[src/rtl/alu_pkg.sv]
// alu_pkg: opcode encodings and flag bit positions shared by alu_pipe and alu_pipe_core.
// The shift opcodes only decode as legal when ALU_PIPE_SHIFT_EN is defined.
package alu_pkg;

  localparam logic [2:0] OP_ILL = 3'b000;
  localparam logic [2:0] OP_ADD = 3'b001;
  localparam logic [2:0] OP_SUB = 3'b010;
  localparam logic [2:0] OP_AND = 3'b011;
  localparam logic [2:0] OP_OR  = 3'b100;
  localparam logic [2:0] OP_XOR = 3'b101;
  localparam logic [2:0] OP_SHL = 3'b110;
  localparam logic [2:0] OP_SHR = 3'b111;

  localparam int FLG_Z = 0;
  localparam int FLG_C = 1;
  localparam int FLG_N = 2;
  localparam int FLG_V = 3;

endpackage

[src/rtl/alu_pipe_core.sv]
// alu_pipe_core: purely combinational ALU function {out, flags, err} = f(alu_op, op1, op2).
// Holds the only opcode decode in the design.
// Optional feature: ALU_PIPE_SHIFT_EN enables SHL (110) and SHR (111); otherwise they are illegal.
module alu_pipe_core
  import alu_pkg::*;
#(
  parameter int WIDTH    = 7,
  parameter int OP_WIDTH = 3
) (
  input  logic [OP_WIDTH-1:0] alu_op,
  input  logic [WIDTH-1:0]    op1,
  input  logic [WIDTH-1:0]    op2,
  output logic [WIDTH:0]      res,
  output logic [3:0]          flags,
  output logic                err
);

  localparam logic [OP_WIDTH-1:0] C_ADD = OP_WIDTH'(OP_ADD);
  localparam logic [OP_WIDTH-1:0] C_SUB = OP_WIDTH'(OP_SUB);
  localparam logic [OP_WIDTH-1:0] C_AND = OP_WIDTH'(OP_AND);
  localparam logic [OP_WIDTH-1:0] C_OR  = OP_WIDTH'(OP_OR);
  localparam logic [OP_WIDTH-1:0] C_XOR = OP_WIDTH'(OP_XOR);
`ifdef ALU_PIPE_SHIFT_EN
  localparam logic [OP_WIDTH-1:0] C_SHL = OP_WIDTH'(OP_SHL);
  localparam logic [OP_WIDTH-1:0] C_SHR = OP_WIDTH'(OP_SHR);
  localparam int SHW = (WIDTH > 1) ? $clog2(WIDTH) : 1;
  logic [SHW-1:0] amt;
  assign amt = op2[SHW-1:0];
`endif

  logic [WIDTH:0] a_ext;
  logic [WIDTH:0] b_ext;
  logic           carry;
  logic           ovf;

  assign a_ext = {1'b0, op1};
  assign b_ext = {1'b0, op2};

  // Opcode decode, result/carry/overflow generation and flag packing.
  always_comb begin
    res   = '0;
    carry = 1'b0;
    ovf   = 1'b0;
    err   = 1'b0;
    flags = '0;
    case (alu_op)
      C_ADD: begin
        res   = a_ext + b_ext;
        carry = res[WIDTH];
        // Same-sign operands producing a different-sign result overflow.
        ovf   = (op1[WIDTH-1] == op2[WIDTH-1]) && (res[WIDTH-1] != op1[WIDTH-1]);
      end
      C_SUB: begin
        res   = a_ext - b_ext;
        carry = res[WIDTH];
        // Opposite-sign operands where the result sign differs from op1 overflow.
        ovf   = (op1[WIDTH-1] != op2[WIDTH-1]) && (res[WIDTH-1] != op1[WIDTH-1]);
      end
      C_AND: res = {1'b0, op1 & op2};
      C_OR:  res = {1'b0, op1 | op2};
      C_XOR: res = {1'b0, op1 ^ op2};
`ifdef ALU_PIPE_SHIFT_EN
      C_SHL: begin
        res   = a_ext << amt;
        carry = res[WIDTH];
      end
      C_SHR: res = {1'b0, op1 >> amt};
`endif
      default: err = 1'b1;
    endcase
    // Illegal opcodes report no flags at all, not even Z on the zero result.
    if (!err) begin
      flags[FLG_Z] = (res[WIDTH-1:0] == '0);
      flags[FLG_C] = carry;
      flags[FLG_N] = res[WIDTH-1];
      flags[FLG_V] = ovf;
    end
  end

endmodule

[src/rtl/alu_pipe.sv]
// alu_pipe: two-stage pipelined ALU with valid/ready on both sides.
// S1 holds {alu_op, op1, op2}; S2 holds {out, flags, err} computed by alu_pipe_core.
// Ready propagates combinationally backwards (no skid buffer).
// Optional feature: ALU_PIPE_SHIFT_EN (passed through to alu_pipe_core).
module alu_pipe
  import alu_pkg::*;
#(
  parameter int WIDTH    = 7,
  parameter int OP_WIDTH = 3
) (
  input  logic                clk,
  input  logic                rst_n,
  input  logic                in_valid,
  output logic                in_ready,
  input  logic [OP_WIDTH-1:0] alu_op,
  input  logic [WIDTH-1:0]    op1,
  input  logic [WIDTH-1:0]    op2,
  output logic                out_valid,
  input  logic                out_ready,
  output logic [WIDTH:0]      out,
  output logic [3:0]          flags,
  output logic                err
);

  logic                s1_valid_q, s1_valid_d;
  logic [OP_WIDTH-1:0] s1_op_q, s1_op_d;
  logic [WIDTH-1:0]    s1_a_q, s1_a_d;
  logic [WIDTH-1:0]    s1_b_q, s1_b_d;

  logic                s2_valid_q, s2_valid_d;
  logic [WIDTH:0]      out_q, out_d;
  logic [3:0]          flags_q, flags_d;
  logic                err_q, err_d;

  logic                s1_adv;
  logic                s2_adv;
  logic [WIDTH:0]      core_res;
  logic [3:0]          core_flags;
  logic                core_err;

  alu_pipe_core #(
    .WIDTH    (WIDTH),
    .OP_WIDTH (OP_WIDTH)
  ) u_core (
    .alu_op (s1_op_q),
    .op1    (s1_a_q),
    .op2    (s1_b_q),
    .res    (core_res),
    .flags  (core_flags),
    .err    (core_err)
  );

  // A stage may advance when it is empty or its downstream stage advances.
  always_comb begin
    s2_adv = !s2_valid_q || out_ready;
    s1_adv = !s1_valid_q || s2_adv;
  end

  // Next-state for both stages; data registers only load on an actual transfer.
  always_comb begin
    s1_valid_d = s1_valid_q;
    s1_op_d    = s1_op_q;
    s1_a_d     = s1_a_q;
    s1_b_d     = s1_b_q;
    s2_valid_d = s2_valid_q;
    out_d      = out_q;
    flags_d    = flags_q;
    err_d      = err_q;
    if (s1_adv) begin
      s1_valid_d = in_valid;
      if (in_valid) begin
        s1_op_d = alu_op;
        s1_a_d  = op1;
        s1_b_d  = op2;
      end
    end
    if (s2_adv) begin
      s2_valid_d = s1_valid_q;
      if (s1_valid_q) begin
        out_d   = core_res;
        flags_d = core_flags;
        err_d   = core_err;
      end
    end
  end

  // Pipeline registers; reset discards any in-flight bundles.
  always_ff @(posedge clk or negedge rst_n) begin
    if (!rst_n) begin
      s1_valid_q <= 1'b0;
      s1_op_q    <= '0;
      s1_a_q     <= '0;
      s1_b_q     <= '0;
      s2_valid_q <= 1'b0;
      out_q      <= '0;
      flags_q    <= '0;
      err_q      <= 1'b0;
    end else begin
      s1_valid_q <= s1_valid_d;
      s1_op_q    <= s1_op_d;
      s1_a_q     <= s1_a_d;
      s1_b_q     <= s1_b_d;
      s2_valid_q <= s2_valid_d;
      out_q      <= out_d;
      flags_q    <= flags_d;
      err_q      <= err_d;
    end
  end

  assign in_ready  = s1_adv;
  assign out_valid = s2_valid_q;
  assign out       = out_q;
  assign flags     = flags_q;
  assign err       = err_q;

endmodule
[config.mk]
export PLATFORM = sky130hd
export DESIGN_NAME = alu_pipe
export DESIGN_NICKNAME = d
export VERILOG_FILES = /design/src/rtl/alu_pkg.sv /design/src/rtl/alu_pipe_core.sv /design/src/rtl/alu_pipe.sv
export SDC_FILE = /design/constraint.sdc
export NUM_CORES = 1
export LEC_CHECK = 0
export ABC_AREA = 1
export ABC_CLOCK_PERIOD_IN_PS = 2900
export BUFFER_PORTS_ARGS = -buffer_cell sky130_fd_sc_hd__buf_2
export CAP_MARGIN = 20
export CORE_ASPECT_RATIO = 0.5
export CORE_MARGIN = 3
export CORE_UTILIZATION = 57
export DETAILED_ROUTE_END_ITERATION = 16
export PLACE_DENSITY = 0.86
export SETUP_SLACK_MARGIN = 0.4
export SYNTH_ARGS = -nofsm -noshare
export SYNTH_HDL_FRONTEND = slang
export SYNTH_SLANG_ARGS = --single-unit
export TNS_END_PERCENT = 10
[constraint.sdc]
create_clock -name clk -period 2.9 [get_ports clk]
set_clock_uncertainty 0.2 [all_clocks]
set_input_delay 0.58 -clock clk [delete_from_list [all_inputs] [get_ports clk]]
set_output_delay 0.58 -clock clk [all_outputs]
set_load 0.03 [all_outputs]
* Yosys cells after proc, flatten, opt, wreduce, memory -nomap -nowiden
Cells that the tools add are included.
Storage, ports and cells: register bits 32, word-level logic and storage cells 37, memories kept 0, output and inout port bits 15, latch bits 0, memory bits (read-only) 0, bits in writable memories 0
Operators by class: muxes and demuxes 5, magnitude comparators 0, shifts and indexed selects 0, div/mod/pow operators 0, multiply operators 0, bitwise operators 3, $add $sub $neg 2, equality and inequality tests 9, reduce and logical (&&, ||, !) cells 10
Operators with widths (number):
- $pmux 8 s5 | 1
- $add 7x7->8 | 1
- $sub 7x7->8 | 1
- $and 7x7->7 | 1
- $logic_not 7->1 | 1
- $or 7x7->7 | 1
- $xor 7x7->7 | 1
- $eq 3x2->1 const B | 2
- $eq 3x3->1 const B | 2
- $reduce_or 5->1 | 1
- $mux 4 | 1
- $pmux 1 s2 | 2
- $reduce_and 2->1 | 2
- $eq 3x1->1 const B | 1
- $ne 1x1->1 | 3
- $logic_and 1x1->1 | 2
- $logic_not 1->1 | 2
- $logic_or 1x1->1 | 2
- $eq 1x1->1 | 1
- $mux 1 | 1

* Logic depth before layout (Yosys ltp)
Gate-level depths: netlist (run 1).
depth after elaboration 5, gate-level depth with buffers 14, depth with buffers taken out 13

* By module
A second synthesis (run 1) with hierarchy kept.
Second synthesis, totals: cells, all modules 336, area, all modules 2353.5 sq um
Modules (own cells, without submodules):
- alu_pipe | area an instance 1260.0 sq um, cells an instance 137, instances 1, seq. area each 800.8 sq um
- alu_pipe_core | area an instance 1093.5 sq um, cells an instance 199, instances 1, seq. area each 0.0 sq um

* Worst setup path after synthesis (run 1)
No wires, ideal clock.
kind reg2reg, from reg s1_a_q[0], to reg flags_q[0], in the netlist flags[0], arrival 1.781 ns, period minus slack after synthesis 2.046 ns, cell stages (with the launch flop) 13, required time 2.635 ns, buffers on the path 0, slack 0.854 ns, path through dfrtp_1 -> inv_1 -> ha_1 -> inv_1 -> fa_1 -> or2_0 -> nand3_1 -> nand2_1 -> nor2_2 -> nand3_1 -> nor2_1 -> nand4_1 -> nand2_1
On the way: longest elaborated chain between the ends 4, elaborated cells between the ends (all ways) 8, those cells by class 2 x add/sub; 2 x mux; 3 x bitwise; 1 x reduce/logical
RTL lines:
- from (decl) | RTL line alu_pipe.sv:27 | logic [WIDTH-1:0] s1_a_q, s1_a_d;
- from (signal assigned) | RTL line alu_pipe.sv:92 | s1_a_q <= '0;
- from (signal assigned) | RTL line alu_pipe.sv:101 | s1_a_q <= s1_a_d;
- $sub 7x7->8, or another cell as far along | RTL line alu_pipe_core.sv:54 | res = a_ext - b_ext;
- $pmux 8 s5 (*) | RTL line alu_pipe_core.sv:46 | case (alu_op)
- $logic_not 7->1 (*) | RTL line alu_pipe_core.sv:73 | flags[FLG_Z] = (res[WIDTH-1:0] == '0);
- $mux 4 (*) | RTL line alu_pipe_core.sv:72 | if (!err) begin
- to (signal assigned) | RTL line alu_pipe.sv:105 | flags_q <= flags_d;
- to (decl) | RTL line alu_pipe.sv:32 | logic [3:0] flags_q, flags_d;
Mark *: on every way between the ends. The rest lies on a longest branch, timed or not. A chain may end at the register's enable or synchronous reset.

* Worst setup path in the final report (run 1)
Same ends and word-level chain as after synthesis.

==> results.toml, run 1 <==
[status]
run_status = "completed"

[cells_and_area]
nets = 408
fill_cells = 334
final_cells = 414
mostFrequentLayoutCells = "nand2_1, nor2_1, inv_1"
final_common_cell = "nand2_1"
antenna_cells = 0
area_growth_pct = 13.3
drive_gt1_frac = 0.182

[critical_path]
critPathLaunchType = "flop"
r2r_slack_ns = 0.67
crit_path_end_kind = "flop"
startpoint = "s1_a_q[0]$_DFFE_PN0P_"
arrival_ns = 2.26
reg2reg_depth = 12
path_max_fanout = 4
r2r-end = "flags[0]$_DFFE_PN0P_"
critPathCapture = "flags[0]$_DFFE_PN0P_"
cp.required_ns = 2.92
worstSetupPathType = "flop to flop"
r2r_start = "s1_a_q[0]$_DFFE_PN0P_"

[placement]
dp_hpwl_microns = 4580
io_buffers = 35
gp_congestion = 0.909
dp.cells = 407

[global_routing]
grt_pass1_vias = 2074
grt_max_degree = 36
overflow = 0
grt_usage = 0.257
antenna_found_initial = 0
grt_pass1_wl_microns = 9400

[sta]
final.period_utilization = 0.770
setup_viol = 0
worst_slew_pin_slew_ns = 0.701
hold_violations = 0
timing.fmax_mhz = 448
fin_setup_tns_ns = 0
slew_headroom = 0.533
rsz0062_at_grt = "false"
slew_viol_final = 0
min_period_ns = 2.23

[floorplanning]
dieArea_sq_mm = 0.00487
core-area_sq_mm = 0.00364
rows = 15
dieWidth_microns = 95.8
initial_utilization = 0.631
io-pin-count = 36
die_h_microns = 50.9

[detailed_routing]
vias_per_cell = 5.21
drc_errors = 0
first_pass_iters = 6
routedWlPerCell_microns = 13.8
wl_met1_microns = 2770
drt-total-wl_microns = 5710
topRoutingLayerUsed = "met4"
dr_wl_met2_microns = 2360
dr_wl_met3_microns = 519
postRouteAntennaNets = 0
vias = 2156
drt_iter0_markers = 106

[worst_hold_path]
min_path_type = "primary input to asynchronous set/reset pin"

[clock_network]
cts_setup_buffers = 0
ctsLongestPathBuffers = 2
cts_tree = "done"
clk-insertion-delay-late_ns = 0.29
cts_hold_buffers = 0
root_buffer = "clkbuf_8"
cts.sinks = 32
cts_buffers = 5
cts_resized = 0
htreeDepth = 2
clkTransAtPathRegs_ns = 0.07

[logic_synthesis]
yosysUniqueCellTypes = 25
ys_ff_latch = 32
syn_nets = 370
synthCells = 325
yosysSeqAreaShare = 0.349
avgSynthCellArea_sq_um = 7.07
synth_warnings = 0
syn-cell-area_sq_mm = 0.00230

[pwr]
vdd_drop_max_mv = 0.325
p_leak_nw = 1.47
power.density_mw_per_mm2 = 684
power.total_mw = 1.78

[job]
drv_cap = 0
synthesized netlist by cell type:
library cell,count,area share
inv_1,40,0.065
buf_4,2,0.0065
buf_2,3,0.0065
ha_1,22,0.12
nand3_1,23,0.050
nand4_1,5,0.014
clkbuf_1,1,0.0016
nand2_2,2,0.0054
o22ai_1,1,0.0027
clkinv_1,1,0.0016
nand2_1,88,0.14
nor2_1,49,0.080
o21ai_0,4,0.0087
inv_2,7,0.011
nand3_2,4,0.017
nand2_4,1,0.0049
nor2_4,2,0.0098
o21ai_1,5,0.011
nor2_2,4,0.011
o2bb2ai_1,1,0.0038
xor2_1,1,0.0038
fa_1,2,0.017
or2_0,1,0.0027
a21oi_1,24,0.052
dfrtp_1,32,0.35
registers in the layout (all words and copies together), names as in the netlist:
signal and count:
err 1, s1_op_q 3, flags 4, out_valid 1, out 8, s1_a_q 7
s1_valid_q 1, s1_b_q 7
power by group:
part | switching (mW) | internal (mW) | leakage, nW | total [mW]
logic | 0.582 | 0.266 | 1.05 | 0.848
registers | 0.0687 | 0.540 | 0.381 | 0.609
clock network | 0.159 | 0.163 | 0.0410 | 0.322
kinds of logic after synthesis:
kind of cell,Yosys count,share of synthesized area
adder cells (fa/ha/maj),24,0.137
AO/OA/AOI/OAI,35,0.0784
AND/OR/NAND/NOR,179,0.339
buffers and inverters,54,0.0931
XOR/XNOR,1,0.00381
flip-flops,32,0.349
worst min-delay path by stage:
| stage | endpoint | slack (ns) | cells past startpoint |
|---|---|---|---|
| final | flags[3]$_DFFE_PN0P_ | 0.13 | 1 |
| after global routing | flags[1]$_DFFE_PN0P_ | 0.19 | 1 |
| after CTS | flags[1]$_DFFE_PN0P_ | 0.16 | 1 |
| after detailed placement | out[3]$_DFFE_PN0P_ | 0.26 | 2 |
| after global placement | flags[2]$_DFFE_PN0P_ | 0.26 | 2 |
| after floorplan | err$_DFFE_PN0P_ | 0.08 | 0 |
worst max-delay path: stages (launching register included):
cell	delay, ns
dfrtp_1	0.38
inv_1	0.11
ha_1	0.16
inv_1	0.07
fa_1	0.42
or2_0	0.24
nand3_1	0.08
nand2_1	0.07
nor2_2	0.11
nand3_1	0.08
nor2_1	0.11
nand4_1	0.08
nand2_1	0.07
metal layers:
metal | vias up | global-route usage
met4 | 0 | 0.0637
met3 | 9 | 0.0618
met2 | 93 | 0.394
met1 | 964 | 0.368
li1 | 1090 | -
met5 | - | 0
cell type report:
class	count	area (sq um)	share of cell area
clock inverters	1	5.00	0.00192
inverters	48	180	0.0692
multi-input cells	239	1290	0.496
well taps	51	63.8	0.0245
repair buffers	37	190	0.0731
clock buffers	6	72.6	0.0279
flip-flops and latches	32	801	0.308
stage by stage:
step,setup WS [ns],cell area (sq um),hold slack [ns],utilization
6_report,0.666,2600,0.133,0.715
5_1_grt,0.418,2600,0.194,0.715
3_3_place_gp,0.753,2520,0.257,0.691
3_5_place_dp,0.690,2520,0.261,0.691
2_1_floorplan,0.854,2300,0.0844,-
4_1_cts,0.673,2590,0.159,0.713
(Power assumes the default switching activity.)
==> run 2, diff against run 1 <==
Settings changed: ABC_CLOCK_PERIOD_IN_PS 2900 to 2100.
Clock period 2.9 ns to 2.1 ns, I/O delays scaled along.
==> run 2 against run 1 <==
Net effect: the run now ends with negative hold slack, negative setup slack left; register-to-register slack worse by 0.68 ns; critical path type unchanged; combinational power increased by 53%; via count grew 1.2%; power increased by 48%; hold slack got worse by 0.15 ns.
==> results.toml, run 2 (synthesis results as in run 1) <==
[floorplanning]
rows = 15
core-area_sq_mm = 0.00364
io-pin-count = 36
dieArea_sq_mm = 0.00487
die_h_microns = 50.9
initial_utilization = 0.631
dieWidth_microns = 95.8

[pwr]
pwr-share-seq = 0.319
pwr-share-clk = 0.187
vdd_drop_max_mv = 0.468
power_frac_comb = 0.495
p_sw_mw = 1.17
swShare = 0.444
p_leak_nw = 1.51
internal_power_mw = 1.46
power.density_mw_per_mm2 = 951

[placement]
dp_hpwl_microns = 4420
io_buffers = 35
gp_congestion = 0.967
dp.cells = 413

[detailed_routing]
routedWlPerCell_microns = 13.5
drt_iter0_markers = 222
drt-total-wl_microns = 5670
vias = 2181
first_pass_iters = 5
postRouteAntennaNets = 0
vias_per_cell = 5.18
drc_errors = 0

[sta]
hold_violations = 32
rsz0062_at_grt = "true"
slew_viol_final = 0
fin_setup_tns_ns = -0.0110
min_period_ns = 2.11
slew_headroom = 0.522
finalWorstSetupSlack_ns = -0.0110
final.period_utilization = 1.01
worst_slew_pin_slew_ns = 0.717
setup_viol = 1
timing.fmax_mhz = 474
hold_ws_ns = -0.0205

[critical_path]
crit_path_end_kind = "flop"
critPathLaunchType = "flop"
cp.required_ns = 2.12
arrival_ns = 2.13
path_max_fanout = 4
worstSetupPathType = "flop to flop"
r2r_slack_ns = -0.01

[clock_network]
ctsLongestPathBuffers = 2
cts_setup_buffers = 0
clk-insertion-delay-late_ns = 0.29
cts.sinks = 32
cts_tree = "done"
htreeDepth = 2
cts_hold_buffers = 0
cts_buffers = 5
root_buffer = "clkbuf_8"
clkTransAtPathRegs_ns = 0.07

[status]
failed_checks = "negative hold slack, negative setup slack"
run_status = "complete, but fails checks"

[global_routing]
overflow = 0
grt_pass1_vias = 2099
grt_max_degree = 36
grt_usage = 0.262
antenna_found_initial = 0
grt_pass1_wl_microns = 9680

[cells_and_area]
fill_cells = 292
fin_util = 0.760
mostFrequentLayoutCells = "nand2_1, nor2_1, buf_2"
antenna_cells = 0
drive_gt1_frac = 0.265
multi_input_area_sq_mm = 0.00140
final_cells = 421
regArea_sq_um = 801
nets = 414
area_growth_pct = 20.5
largest_reg_flops = 8
final_common_cell = "nand2_1"

[job]
drv_cap = 0

[worst_hold_path]
min_path_type = "primary input to asynchronous set/reset pin"
[run 2: cell types whose count changed in the layout (fill, tap and decap cells not counted), moves of 4 or more]
cell / before / now
buf_4: 2 / 9
inv_1: 40 / 33
inv_2: 7 / 14
nor2_1: 49 / 42
nor2_2: 4 / 11
ha_4: 0 / 5
ha_1: 19 / 15
[run 2: area by class of cell]
type                    count  share of cell area
clock buffers               8              0.0325
inverters                  48              0.0651
multi-input cells         239               0.504
flip-flops and latches     32               0.289
well taps                  51              0.0231
repair buffers             43              0.0859
[run 2: metal layers]
layer | up-vias | wire length, microns | global-route usage
met4 | 0 | 76 | 0.0755
met1 | 996 | 2780 | 0.372
met2 | 78 | 2410 | 0.398
met3 | 7 | 401 | 0.0618
li1 | 1100 | - | -
met5 | - | 0 | 0
[run 2: final timing paths]
path / from / end / cells after the start
max in group asynchronous: rst_n / s1_a_q[1]$_DFFE_PN0P_ / 1
hold reg to reg: out[2]$_DFFE_PN0P_ / out[2]$_DFFE_PN0P_ / 2
hold / removal: rst_n / out[5]$_DFFE_PN0P_ / 1
min in group clk: op2[6] / s1_b_q[6]$_DFFE_PN0P_ / 3
setup / recovery: s1_a_q[0]$_DFFE_PN0P_ / flags[0]$_DFFE_PN0P_ / 12
setup reg to reg: s1_a_q[0]$_DFFE_PN0P_ / flags[0]$_DFFE_PN0P_ / 12
[run 2: worst max-delay path: stages, from the launching register on]
cell     delay, ns
dfrtp_1       0.39
inv_2         0.09
ha_4          0.13
inv_2         0.05
fa_2          0.39
or2_0         0.21
nand3_1       0.08
nand2_1       0.06
nor2_2        0.10
nand3_1       0.08
nor2_1        0.10
nand4_1       0.09
nand2_1       0.08
[run 2: repair_timing]
action                                  in CTS  in global routing
cloned                                       0                  0
endpoints found under the setup margin      11                 12
pin swaps                                    2                 10
resized for setup                            8                 20
[run 2: power groups by stage]
| stage | Sequential, mW | Clock, mW | Combinational, mW |
|---|---|---|---|
| after floorplan | 1.01 | 0 | 0.691 |
| after global placement | 0.836 | 0 | 1.16 |
| after detailed placement | 0.848 | 0 | 1.19 |
| after CTS | 0.838 | 0.498 | 1.23 |
| after global routing | 0.857 | 0.530 | 1.45 |
| final | 0.839 | 0.491 | 1.30 |
[run 2: metrics by stage]
stage	setup WS, ns	power (mW)	area, sq um	hold slack, ns
after floorplan	0.183	1.70	2320	-0.0756
after global placement	0.0435	2.00	2590	0.256
after detailed placement	-0.00289	2.04	2590	0.269
after CTS	-0.0250	2.56	2710	0.00556
after global routing	-0.195	2.84	2770	0.0496
final	-0.0110	2.63	2770	-0.0205
